==> src/rtl/prim_filter_ctr_multi_if.sv <==
// ---------------------------------------------------------------------------
// prim_filter_ctr_multi_if
//
// Purpose:
//   Groups the data and control signals of the multi-channel debounce filter
//   into one bundle. The clock and reset are plain ports on the filter itself.
//
// Signals:
//   clr_i     synchronous clear of all channel state
//   thresh_i  stability threshold T, shared by all channels
//   enable_i  per-channel filter enable (0 = combinational bypass)
//   filter_i  raw inputs, already synchronised to the filter clock
//   filter_o  filtered outputs
//   rise_o    one-cycle pulse when a filtered value goes 0->1
//   fall_o    one-cycle pulse when a filtered value goes 1->0
//
// Modports:
//   master  the side that drives the raw inputs and controls
//   slave   the filter itself
// ---------------------------------------------------------------------------
interface prim_filter_ctr_multi_if #(
   parameter int unsigned NumChan  = 4,
   parameter int unsigned CtrWidth = 4
);

   logic                clr_i;
   logic [CtrWidth-1:0] thresh_i;
   logic [NumChan-1:0]  enable_i;
   logic [NumChan-1:0]  filter_i;
   logic [NumChan-1:0]  filter_o;
   logic [NumChan-1:0]  rise_o;
   logic [NumChan-1:0]  fall_o;

   modport master (
      output clr_i,
      output thresh_i,
      output enable_i,
      output filter_i,
      input  filter_o,
      input  rise_o,
      input  fall_o
   );

   modport slave (
      input  clr_i,
      input  thresh_i,
      input  enable_i,
      input  filter_i,
      output filter_o,
      output rise_o,
      output fall_o
   );

endinterface

==> src/rtl/prim_filter_ctr_multi.sv <==
// ---------------------------------------------------------------------------
// prim_filter_ctr_multi
//
// Purpose:
//   Multi-channel debounce / glitch filter with a runtime-programmable
//   stability threshold. A channel forwards a new input level only after that
//   level has been sampled on T+1 consecutive clock edges (T = thresh_i), and
//   produces one-cycle rise/fall pulses when its filtered value changes.
//   Shorter pulses are suppressed entirely. T = 0 turns the filter into a
//   plain one-cycle register.
//
// Ports:
//   clk_i    clock
//   rst_ni   asynchronous, active-low reset
//   bus      prim_filter_ctr_multi_if slave modport carrying clr_i,
//            thresh_i, enable_i, filter_i, filter_o, rise_o, fall_o
//
// Parameters:
//   NumChan   number of independent channels (>= 1)
//   CtrWidth  width of each stability counter and of thresh_i (>= 1)
//   ResetVal  filtered state after reset or clear
// ---------------------------------------------------------------------------
module prim_filter_ctr_multi #(
   parameter int unsigned NumChan  = 4,
   parameter int unsigned CtrWidth = 4,
   parameter logic        ResetVal = 1'b0
) (
   input  logic                     clk_i,
   input  logic                     rst_ni,
   prim_filter_ctr_multi_if.slave   bus
);

   logic [NumChan-1:0]  r_prev;
   logic [NumChan-1:0]  r_stored;
   logic [NumChan-1:0]  r_rise;
   logic [NumChan-1:0]  r_fall;
   logic [CtrWidth-1:0] r_ctr  [NumChan];

   logic [CtrWidth-1:0] w_ctrD [NumChan];
   logic [NumChan-1:0]  w_upd;

   // Next stability count per channel. A change of input restarts the count.
   // Once the count reaches the threshold it is pinned there, which also
   // pulls it down immediately if the threshold is lowered mid-count, and
   // keeps it from ever wrapping. A channel qualifies its current input
   // whenever the next count equals the threshold.
   always_comb begin
      w_upd = '0;
      for (int c = 0; c < int'(NumChan); c++) begin
         w_ctrD[c] = '0;
         if (bus.filter_i[c] != r_prev[c]) begin
            w_ctrD[c] = '0;
         end else if (r_ctr[c] >= bus.thresh_i) begin
            w_ctrD[c] = bus.thresh_i;
         end else begin
            w_ctrD[c] = r_ctr[c] + CtrWidth'(1);
         end
         w_upd[c] = (w_ctrD[c] == bus.thresh_i);
      end
   end

   // Channel state. The counters and stored values keep running while a
   // channel is bypassed, so re-enabling it shows the already-qualified level
   // at once. Event pulses are only raised for enabled channels and only when
   // the qualified level differs from the stored one. A clear drops all
   // progress but still captures the current input into r_prev, so the next
   // qualification starts counting on the following edge.
   always_ff @(posedge clk_i or negedge rst_ni) begin
      if (!rst_ni) begin
         r_prev   <= {NumChan{ResetVal}};
         r_stored <= {NumChan{ResetVal}};
         r_rise   <= '0;
         r_fall   <= '0;
         for (int c = 0; c < int'(NumChan); c++) begin
            r_ctr[c] <= '0;
         end
      end else begin
         r_prev <= bus.filter_i;
         if (bus.clr_i) begin
            r_stored <= {NumChan{ResetVal}};
            r_rise   <= '0;
            r_fall   <= '0;
            for (int c = 0; c < int'(NumChan); c++) begin
               r_ctr[c] <= '0;
            end
         end else begin
            for (int c = 0; c < int'(NumChan); c++) begin
               r_ctr[c] <= w_ctrD[c];
               if (w_upd[c]) begin
                  r_stored[c] <= bus.filter_i[c];
               end
               r_rise[c] <= bus.enable_i[c] & w_upd[c] &  bus.filter_i[c] & ~r_stored[c];
               r_fall[c] <= bus.enable_i[c] & w_upd[c] & ~bus.filter_i[c] &  r_stored[c];
            end
         end
      end
   end

   // Disabled channels pass the raw input straight through with no latency.
   assign bus.filter_o = (bus.enable_i & r_stored) | (~bus.enable_i & bus.filter_i);
   assign bus.rise_o   = r_rise;
   assign bus.fall_o   = r_fall;

endmodule

==> src/flat_wrapper.sv <==
// flat-port wrapper written by rule: the top's interface ports become plain ports
module prim_filter_ctr_multi_flat 
#(
   parameter int unsigned NumChan  = 4,
   parameter int unsigned CtrWidth = 4,
   parameter logic        ResetVal = 1'b0
)
  (clk_i, rst_ni, bus_clr_i, bus_thresh_i, bus_enable_i, bus_filter_i, bus_filter_o, bus_rise_o, bus_fall_o);
  prim_filter_ctr_multi_if #(.NumChan(NumChan), .CtrWidth(CtrWidth)) bus_i ();
  input  logic clk_i;
  input  logic rst_ni;
  input wire logic [$bits(bus_i.clr_i)-1:0] bus_clr_i;
  input wire logic [$bits(bus_i.thresh_i)-1:0] bus_thresh_i;
  input wire logic [$bits(bus_i.enable_i)-1:0] bus_enable_i;
  input wire logic [$bits(bus_i.filter_i)-1:0] bus_filter_i;
  output wire logic [$bits(bus_i.filter_o)-1:0] bus_filter_o;
  output wire logic [$bits(bus_i.rise_o)-1:0] bus_rise_o;
  output wire logic [$bits(bus_i.fall_o)-1:0] bus_fall_o;
  assign bus_i.clr_i = bus_clr_i;
  assign bus_i.thresh_i = bus_thresh_i;
  assign bus_i.enable_i = bus_enable_i;
  assign bus_i.filter_i = bus_filter_i;
  assign bus_filter_o = bus_i.filter_o;
  assign bus_rise_o = bus_i.rise_o;
  assign bus_fall_o = bus_i.fall_o;
  prim_filter_ctr_multi #(.NumChan(NumChan), .CtrWidth(CtrWidth), .ResetVal(ResetVal)) u_core (.clk_i(clk_i), .rst_ni(rst_ni), .bus(bus_i));
endmodule
==> config.mk <==
export PLATFORM = sky130hd
export DESIGN_NAME = prim_filter_ctr_multi_flat
export DESIGN_NICKNAME = d
export VERILOG_FILES = /design/src/rtl/prim_filter_ctr_multi_if.sv /design/src/rtl/prim_filter_ctr_multi.sv /design/src/flat_wrapper.sv
export SDC_FILE = /design/constraint.sdc
export NUM_CORES = 1
export LEC_CHECK = 0
export ABC_AREA = 1
export BUFFER_PORTS_ARGS = -buffer_cell sky130_fd_sc_hd__buf_2
export CAP_MARGIN = 15
export CORE_UTILIZATION = 40
export DETAILED_ROUTE_END_ITERATION = 10
export PLACE_DENSITY_LB_ADDON = 0.05
export SLEW_MARGIN = 25
export SYNTH_ARGS = -nofsm -noshare
export SYNTH_HDL_FRONTEND = slang
export SYNTH_SLANG_ARGS = --single-unit
==> constraint.sdc <==
create_clock -name clk_i -period 3.9 [get_ports clk_i]
set_clock_uncertainty 0.2 [all_clocks]
set_input_delay 0.39 -clock clk_i [delete_from_list [all_inputs] [get_ports clk_i]]
set_output_delay 0.39 -clock clk_i [all_outputs]
set_load 0.05 [all_outputs]
=== Word-level counts from Yosys, hierarchy flattened ===
Index checks and enable logic that the tools add are counted.

* Register bits after elaboration: 32
* Word-level logic and storage cells: 79

* Add/sub/neg operators: 4
* Magnitude comparators: 4
* Equal/unequal tests: 8
* Multiplexer cells: 16
* Bitwise logic cells: 32
* Reduce and logical (&&, ||, !) cells: 4

{| class="wikitable"
|+ Operators by type and width
! operator !! count
|-
| $mux W4 || 11
|-
| $and A1 B1 Y1 || 20
|-
| $add A4 B1 Y4 const B || 4
|-
| $eq A4 B4 Y1 || 4
|-
| $ge A4 B4 Y1 || 4
|-
| $mux W16 || 1
|-
| $and A4 B4 Y4 || 2
|-
| $not A1 Y1 || 8
|-
| $reduce_bool A2 Y1 || 4
|-
| $mux W1 || 4
|-
| $ne A1 B1 Y1 || 4
|-
| $not A4 Y4 || 1
|-
| $or A4 B4 Y4 || 1
|}

=== Longest topological paths before layout ===
Gate-level depths: netlist (run 1).

* Depth after elaboration: 8
* Gate-level depth with buffers: 16
* Depth with buffers taken out: 16

=== Worst setup path before layout (run 1) ===
No wires, ideal clock.

* Path type: input-to-reg
* From: in bus_thresh_i[3]
* To: reg u_core.r_stored[3]
* Setup time: 0.116 ns
* Arrival: 1.879 ns
* Path slack: 1.704 ns
* Stages: 12
* Path buffers: 0
* Cell sequence: clkinv_1 ha_1 a21oi_4 nand3_2 nand2_1 nand3_1 nand2_1 nand2_1 nor2_2 nand2_2 nand2_1 nand2_1

* Longest elaborated chain between the ends: 5

{| class="wikitable"
|+ RTL lines
! item !! RTL line !! text
|-
| start: declaration || flat_wrapper.sv:13 || <nowiki>input wire logic [$bits(bus_i.thresh_i)-1:0] bus_thresh_i;</nowiki>
|-
| $ge A4 B4 Y1 || prim_filter_ctr_multi.sv:53 || <nowiki>end else if (r_ctr[c] >= bus.thresh_i) begin</nowiki>
|-
| $mux W4 || prim_filter_ctr_multi.sv:53 ||
|-
| $mux W4 || prim_filter_ctr_multi.sv:51 || <nowiki>if (bus.filter_i[c] != r_prev[c]) begin</nowiki>
|-
| $eq A4 B4 Y1 (*) || prim_filter_ctr_multi.sv:58 || <nowiki>w_upd[c] = (w_ctrD[c] == bus.thresh_i);</nowiki>
|-
| $reduce_bool A2 Y1 (no source line) (*) || n/a ||
|-
| end signal: assignment || prim_filter_ctr_multi.sv:71 || <nowiki>r_stored <= {NumChan{ResetVal}};</nowiki>
|-
| end signal: assignment || prim_filter_ctr_multi.sv:80 || <nowiki>r_stored <= {NumChan{ResetVal}};</nowiki>
|-
| end signal: indexed assignment || prim_filter_ctr_multi.sv:90 || <nowiki>r_stored[c] <= bus.filter_i[c];</nowiki>
|-
| end: declaration || prim_filter_ctr_multi.sv:34 || <nowiki>logic [NumChan-1:0] r_stored;</nowiki>
|}

Mark *: on every way between the ends. The rest lies on a longest branch, timed or not.
A chain may end at the register's enable or synchronous reset.

=== Worst setup path after layout (run 1) ===
* From: in bus_thresh_i[3]
* To: reg u_core.r_stored[2]

The elaborated chain is that of the path after synthesis.

==> flow_summary.toml, run 1 <==
[outcome]
status = "completed"

[clock_network]
cts_setup_buffers = 0
clkTransAtPathRegs_ns = 0.07
numClockSinks = 32
cts_buffers = 5
htreeDepth = 2
clk_latency_ns = 0.29
cts_tree = "done"
cts_resized = 0
cts.path.max_buffers = 2
cts_root_buf = "clkbuf_8"

[routing]
vias_per_cell = 4.931
wl_per_cell_um = 12.35
first_iter_violations = 105
vias = 2224
drc = 0
routed_wl_um = 5568
drtAntennaViolNets = 0
first_pass_iters = 4

[run]
drv_cap = 0

[critical_path]
cp.arrival_ns = 2.43
cp.required_ns = 3.88
critPathKind = "input pin to flop"
crit_start = "bus_thresh_i[3]"
crit_slowest_cell = "ha_1"
r2r_start = "u_core.r_ctr[7]$_DFF_PN0_"
cp_common_cell = "nand2_1"
r2r_end = "u_core.r_stored[2]$_DFFE_PN0P_"
start_kind = "input pin"
cp_max_fo = 12
r2r_cells = 11
end_kind = "flop"
slowest_delay_ns = 0.47
worstPathCellList = "buf_2 > clkinv_1 > ha_1 > a21oi_4 > nand3_2 > nand2_1 > nand3_1 > nand2_1 > nand2_1 > nor2_1 > nand2_1 > nand2_1 > nand2_1"
crit_path_end = "u_core.r_stored[2]$_DFFE_PN0P_"
rrSetupSlack_ns = 1.80

[grt]
antenna_found_initial = 0
overflow = 0
grt_max_degree = 33
grt_pass1_wl_um = 9625
gr-usage-all-layers_pct = 19.82
grt_pass1_vias = 2069

[floorplan]
die_y_um = 80.26
die_area_um2 = 6442
start_util_pct = 41.38
core-area_um2 = 5921
ios = 27
rows = 28
die_w_um = 80.26

[finish]
syn_to_final_growth_pct = 12.41
finalNonFillerCells = 451
antennaDiodeCount = 0
nNetsFinal = 411
postLayoutCoreUtil_pct = 46.51
layout-drive-gt1-share_pct = 14.63
num-fill-cells = 627

[logic_synthesis]
post_synth_inst_count = 344
synth_xor_area_share_pct = 3.115
synthAdderAreaFrac_pct = 10.21
synth_top_family_by_area = "simple AND/OR/NAND/NOR gates"
ys_ff_latch = 32
yosys.area_share.simple_pct = 41.16
yosysWarnings = 0
yosysUniqueCellTypes = 23
syn_nets = 379
seq_area_frac_synth_pct = 32.69
syn_avg_cell_area_um2 = 7.122
synth_compound_area_share_pct = 3.677
synth_area_um2 = 2450
synthMuxAreaShare_pct = 0

[timing]
tightest_slew_ns = 0.7677
setup_tns_ns = 0
maxSlewHeadroom_pct = 48.82
finalHoldViolCount = 0
drv_slew = 0
setup_viol = 0
max_clock_freq_mhz = 408.6
fin_crit_sh_pct = 62.76
min_period_ns = 2.447
rsz0062_at_grt = "false"

[placed_design]
hpwl_um = 4067
io_buffers = 26
gp_congestion = 0.8348
place_inst = 443

[power_and_ir_drop]
powerDensity_nw_per_um2 = 340.9
p_leak_nw = 1.542
ir_worst_vdd_v = 0.0002026

[worst_hold_path]
whs_path_depth = 1
hp-class = "input pin to flop"
hold_start = "bus_filter_i[1]"
[metal layers]
layer  GRT usage, %  part of all wire [%]  vias to the layer above
li1               -                     -                     1178
met1          27.34                    51                     1006
met2          30.77                    44                       29
met3          3.523                   2.6                       11
met4          7.321                   2.1                        0
met5              0                     0                        -
[critical path, delay by kind of cell]
kind,cells,cell delay (ns)
AND/OR/NAND/NOR,9,0.83
AO/OA/AOI/OAI,1,0.23
adder cells (fa/ha/maj),1,0.47
buffers and inverters,2,0.50
[power by group]
group,switching [mW],leakage (nW),internal (mW)
Clock,0.123,0.0410,0.121
Combinational,0.209,1.07,0.110
Sequential,0.0232,0.431,0.352
Total,0.355,1.54,0.584
[repair_timing]
item                                   in CTS  in global routing
hold buffers                                1                  0
setup endpoints to repair                   0                  0
endpoints found under the hold margin       9                  0
[sequential cells by signal, summed over array words and instances, names as in the netlist]
register,count
u_core.bus.fall_o,4
u_core.r_ctr,16
u_core.bus.rise_o,4
u_core.r_prev,4
u_core.r_stored,4
[cells by family (layout without fill, tap and decap cells)]
kind of cell | Yosys count | in the layout
XOR/XNOR | 4 | 4
AO/OA/AOI/OAI | 10 | 10
flip-flops | 32 | 32
adder cells (fa/ha/maj) | 20 | 20
AND/OR/NAND/NOR | 222 | 222
buffers and inverters | 56 | 88
[per-stage QoR]
| step | hold slack, ns | power (mW) | area (um^2) | setup WS (ns) |
|---|---|---|---|---|
| 5_1_grt | 0.05434 | 1.018 | 2754 | 1.179 |
| 3_3_place_gp | 0.3078 | 0.7013 | 2666 | 1.125 |
| 2_1_floorplan | -0.1056 | 0.6231 | 2450 | 1.704 |
| 3_5_place_dp | 0.3171 | 0.7015 | 2666 | 1.150 |
| 4_1_cts | 0.04664 | 0.9552 | 2754 | 1.455 |
| 6_report | 0.05886 | 0.9389 | 2754 | 1.453 |
[Yosys cell counts (all sizes together)]
master	instances	area, um^2
a211oi	1	7.510
a21oi	6	67.57
bufinv	1	17.52
clkbuf	2	7.510
clkinv	2	7.510
dfrtp	32	800.8
ha	20	250.2
inv	51	191.4
nand2	113	434.2
nand3	39	220.2
nand4	31	200.2
nor2	39	153.9
o21ai	3	15.01
xnor2	4	76.33
[cell type report]
class | count | area, um^2 | area share [%]
inverter | 54 | 216.5 | 7.860
timing repair buffer | 27 | 140.1 | 5.089
clock inverter | 1 | 5.005 | 0.1817
sequential | 32 | 800.8 | 29.08
tap | 75 | 93.84 | 3.408
clock buffer | 6 | 72.57 | 2.635
multi-input combinational | 256 | 1425 | 51.75
[worst min-delay path by stage]
stage                                      to
2_1_floorplan  u_core.bus.fall_o[0]$_DFF_PN0_
3_3_place_gp   u_core.bus.rise_o[0]$_DFF_PN0_
3_5_place_dp   u_core.bus.fall_o[0]$_DFF_PN0_
4_1_cts            u_core.r_prev[1]$_DFF_PN0_
5_1_grt            u_core.r_prev[1]$_DFF_PN0_
6_report           u_core.r_prev[1]$_DFF_PN0_
[layout by cell type, fill, tap and decap left out, types with 4 or more instances in the layout]
| master | instances |
|---|---|
| ha_1 | 20 |
| nand2_2 | 4 |
| dfrtp_1 | 32 |
| nand4_1 | 30 |
| buf_2 | 26 |
| nand3_1 | 34 |
| inv_1 | 50 |
| nand3_2 | 5 |
| clkbuf_8 | 5 |
| nor2_1 | 36 |
| nand2_1 | 109 |
No activity file was read; power rests on OpenSTA's default activity.
==> run 2: changes to the inputs <==
--- a/config.mk
+++ b/config.mk
@@ -5,7 +5,7 @@
 export SDC_FILE = /design/constraint.sdc
 export NUM_CORES = 1
 export LEC_CHECK = 0
-export ABC_AREA = 1
+export ABC_AREA = 0
 export BUFFER_PORTS_ARGS = -buffer_cell sky130_fd_sc_hd__buf_2
 export CAP_MARGIN = 15
 export CORE_UTILIZATION = 40
==> constraint.sdc (replaced) <==
create_clock -name clk_i -period 2.25 [get_ports clk_i]
set_clock_uncertainty 0.2 [all_clocks]
set_input_delay 0.225 -clock clk_i [delete_from_list [all_inputs] [get_ports clk_i]]
set_output_delay 0.225 -clock clk_i [all_outputs]
set_load 0.05 [all_outputs]
==> run 2 against run 1 <==
  * Area after synthesis is 15% lower
  * Wire length down 13%
  * Die area down 14%
  * Register-to-register slack worse by 1.7 ns
  * Clock power grew to 2.5 times the previous value
  * Sequential power is 66% higher
  * Clock-buffer cell count increased by 1
  * Largest power group unchanged
  * Highest routed layer unchanged
==> flow_summary.toml, run 2 <==
[logic_synthesis]
ys_ff_latch = 32
yosysUniqueCellTypes = 41
synthArstFlopShare_pct = 100.0
yosys.area.top_type = "dfrtp_1"
synthTopCellsByCount = "dfrtp_1 (32), nor2_1 (32), a21oi_1 (20), ha_1 (20), nand2b_1 (15)"
synth_area_um2 = 2087
synth_area_leaders = "dfrtp_1 (38%), ha_1 (12%), nor2_1 (5.8%)"
yosysWarnings = 0
syn_avg_cell_area_um2 = 9.530
syn_nets = 254
synth_edf_count = 0
synthFlopType = "dfrtp_1"
seq_area_frac_synth_pct = 38.37
synth_top_area_share_pct = 38.37
post_synth_inst_count = 219

[placed_design]
place_inst = 332
place_ws_ns = -0.08258
gp_congestion = 0.8776
dpl_cell_area_um2 = 2489
hpwl_um = 3378
io_buffers = 26

[finish]
nNetsFinal = 312
layout_commonest_cell = "dfrtp_1"
postLayoutCoreUtil_pct = 57.87
top_register = "u_core.r_ctr"
largest_reg_flops = 16
finalNonFillerCells = 345
syn_to_final_growth_pct = 35.31
mostFrequentLayoutCells = "dfrtp_1 (31), nor2_1 (30), buf_2 (26), buf_4 (23)"
layout-drive-gt1-share_pct = 32.37
stdcell_area_um2 = 2824
antennaDiodeCount = 0

[grt]
grt_max_degree = 33
antenna_found_initial = 0
grt_pass1_vias = 1569
grt_pass1_wl_um = 7679
overflow = 0
gr-usage-all-layers_pct = 19.21

[clock_network]
cts_buffers = 5
numClockSinks = 32
clkTransAtPathRegs_ns = 0.07
clk_latency_ns = 0.28
cts_root_buf = "clkbuf_8"
cts.path.max_buffers = 2
cts_tree = "done"
htreeDepth = 2

[routing]
route.top_layer_used = "met4"
wl_met2_um = 2177
vias_per_cell = 5.014
first_pass_iters = 4
wl_met3_um = 108
drtAntennaViolNets = 0
routed_wl_um = 4820
first_iter_violations = 78
drt-met1-wl_um = 2472
drc = 0
vias = 1730
wl_per_cell_um = 13.97

[timing]
tightest_slew_ns = 0.7277
fin_crit_sh_pct = 96.55
finalHoldViolCount = 0
worst_slack_ns = 0.07758
holdWs_ns = 0.02017
maxSlewHeadroom_pct = 51.49
drv_slew = 0
max_clock_freq_mhz = 460.3
min_period_ns = 2.172
setup_tns_ns = 0
setup_viol = 0

[critical_path]
crit_slowest_cell = "dfrtp_2"
start_kind = "flop"
critPathKind = "flop to flop"
end_kind = "flop"
cp.required_ns = 2.26
cp.arrival_ns = 2.18
slowest_delay_ns = 0.45
cp_max_fo = 4
worstPathCellList = "ha_4 > xnor2_2 > xnor2_1 > and4_1 > o31ai_2 > or3b_1 > nor3b_1"

[floorplan]
ios = 27
die_w_um = 74.23
rows = 25
start_util_pct = 42.77
die_area_um2 = 5510
die_y_um = 74.23
core-area_um2 = 4880

[worst_hold_path]
hp-class = "input pin to flop"

[power_and_ir_drop]
ir_worst_vdd_v = 0.0003755
p_leak_nw = 1.323
powerDensity_nw_per_um2 = 605.9
finalPower_mw = 1.711

[run]
drv_cap = 0

[outcome]
status = "completed"
run 2: changes by cell type in the layout (fill, tap and decap cells not counted), sizes merged, moves of 14 or more:
| cell | change |
|---|---|
| inv | -43 |
| nand2b | +15 |
| a21oi | +14 |
| buf | +24 |
| nand4 | -31 |
| nand3 | -35 |
| nand2 | -103 |
run 2: area by class of cell:
cell class / instances / area, um^2
tap: 67 / 83.83
clock buffer: 7 / 96.34
fill: 458 / 2056
sequential: 32 / 802.0
multi-input combinational: 175 / 1409
clock inverter: 1 / 30.03
timing repair buffer: 55 / 372.9
inverter: 8 / 30.03
run 2: timing repair:
action / in CTS / in global routing
buffers inserted: 0 / 1
resized for setup: 5 / 22
pin swaps: 1 / 8
hold buffers: 5 / 0
endpoints found under the hold margin: 38 / 0
endpoints found under the setup margin: 6 / 12
run 2: kinds of logic (layout without fill, tap and decap cells):
kind of cell	after synthesis	after routing	synth area share, %
compound gates	44	44	13.43
xor+xnor	16	16	7.374
fa+ha+maj	20	20	11.99
buf+inv	12	71	2.278
flops	32	32	38.37
mux	11	11	5.516
simple gates	84	84	21.04
run 2: final timing paths:
path                                                      from                             end  slack [ns]  cells past startpoint
worst min-delay path                           bus_enable_i[0]  u_core.bus.fall_o[0]$_DFF_PN0_        0.02                      2
worst min register to register  u_core.r_stored[1]$_DFFE_PN0P_  u_core.bus.rise_o[1]$_DFF_PN0_        0.29                      1
worst max register to register       u_core.r_ctr[8]$_DFF_PN0_  u_core.bus.fall_o[1]$_DFF_PN0_        0.08                      7
min in group asynchronous                               rst_ni  u_core.bus.fall_o[1]$_DFF_PN0_        0.33                      2
worst max-delay path                 u_core.r_ctr[8]$_DFF_PN0_  u_core.bus.fall_o[1]$_DFF_PN0_        0.08                      7
max in group asynchronous                               rst_ni       u_core.r_ctr[8]$_DFF_PN0_        1.01                      2
run 2: power by group:
group          switching (mW)  internal (mW)
logic                   0.249          0.219
clock network           0.226          0.391
registers              0.0234          0.602
total                   0.499           1.21
run 2: routing by layer:
layer,vias up,track usage (%)
li1,893,-
met1,808,27.98
met2,24,28.18
met3,5,4.065
met4,0,6.918
met5,-,0
run 2: worst max-delay path, delay by kind of cell (launching register included):
family / cells / cell delay [ns]
fa+ha+maj: 1 / 0.18
simple gates: 3 / 0.82
xor+xnor: 2 / 0.36
flops: 1 / 0.45
compound gates: 1 / 0.09
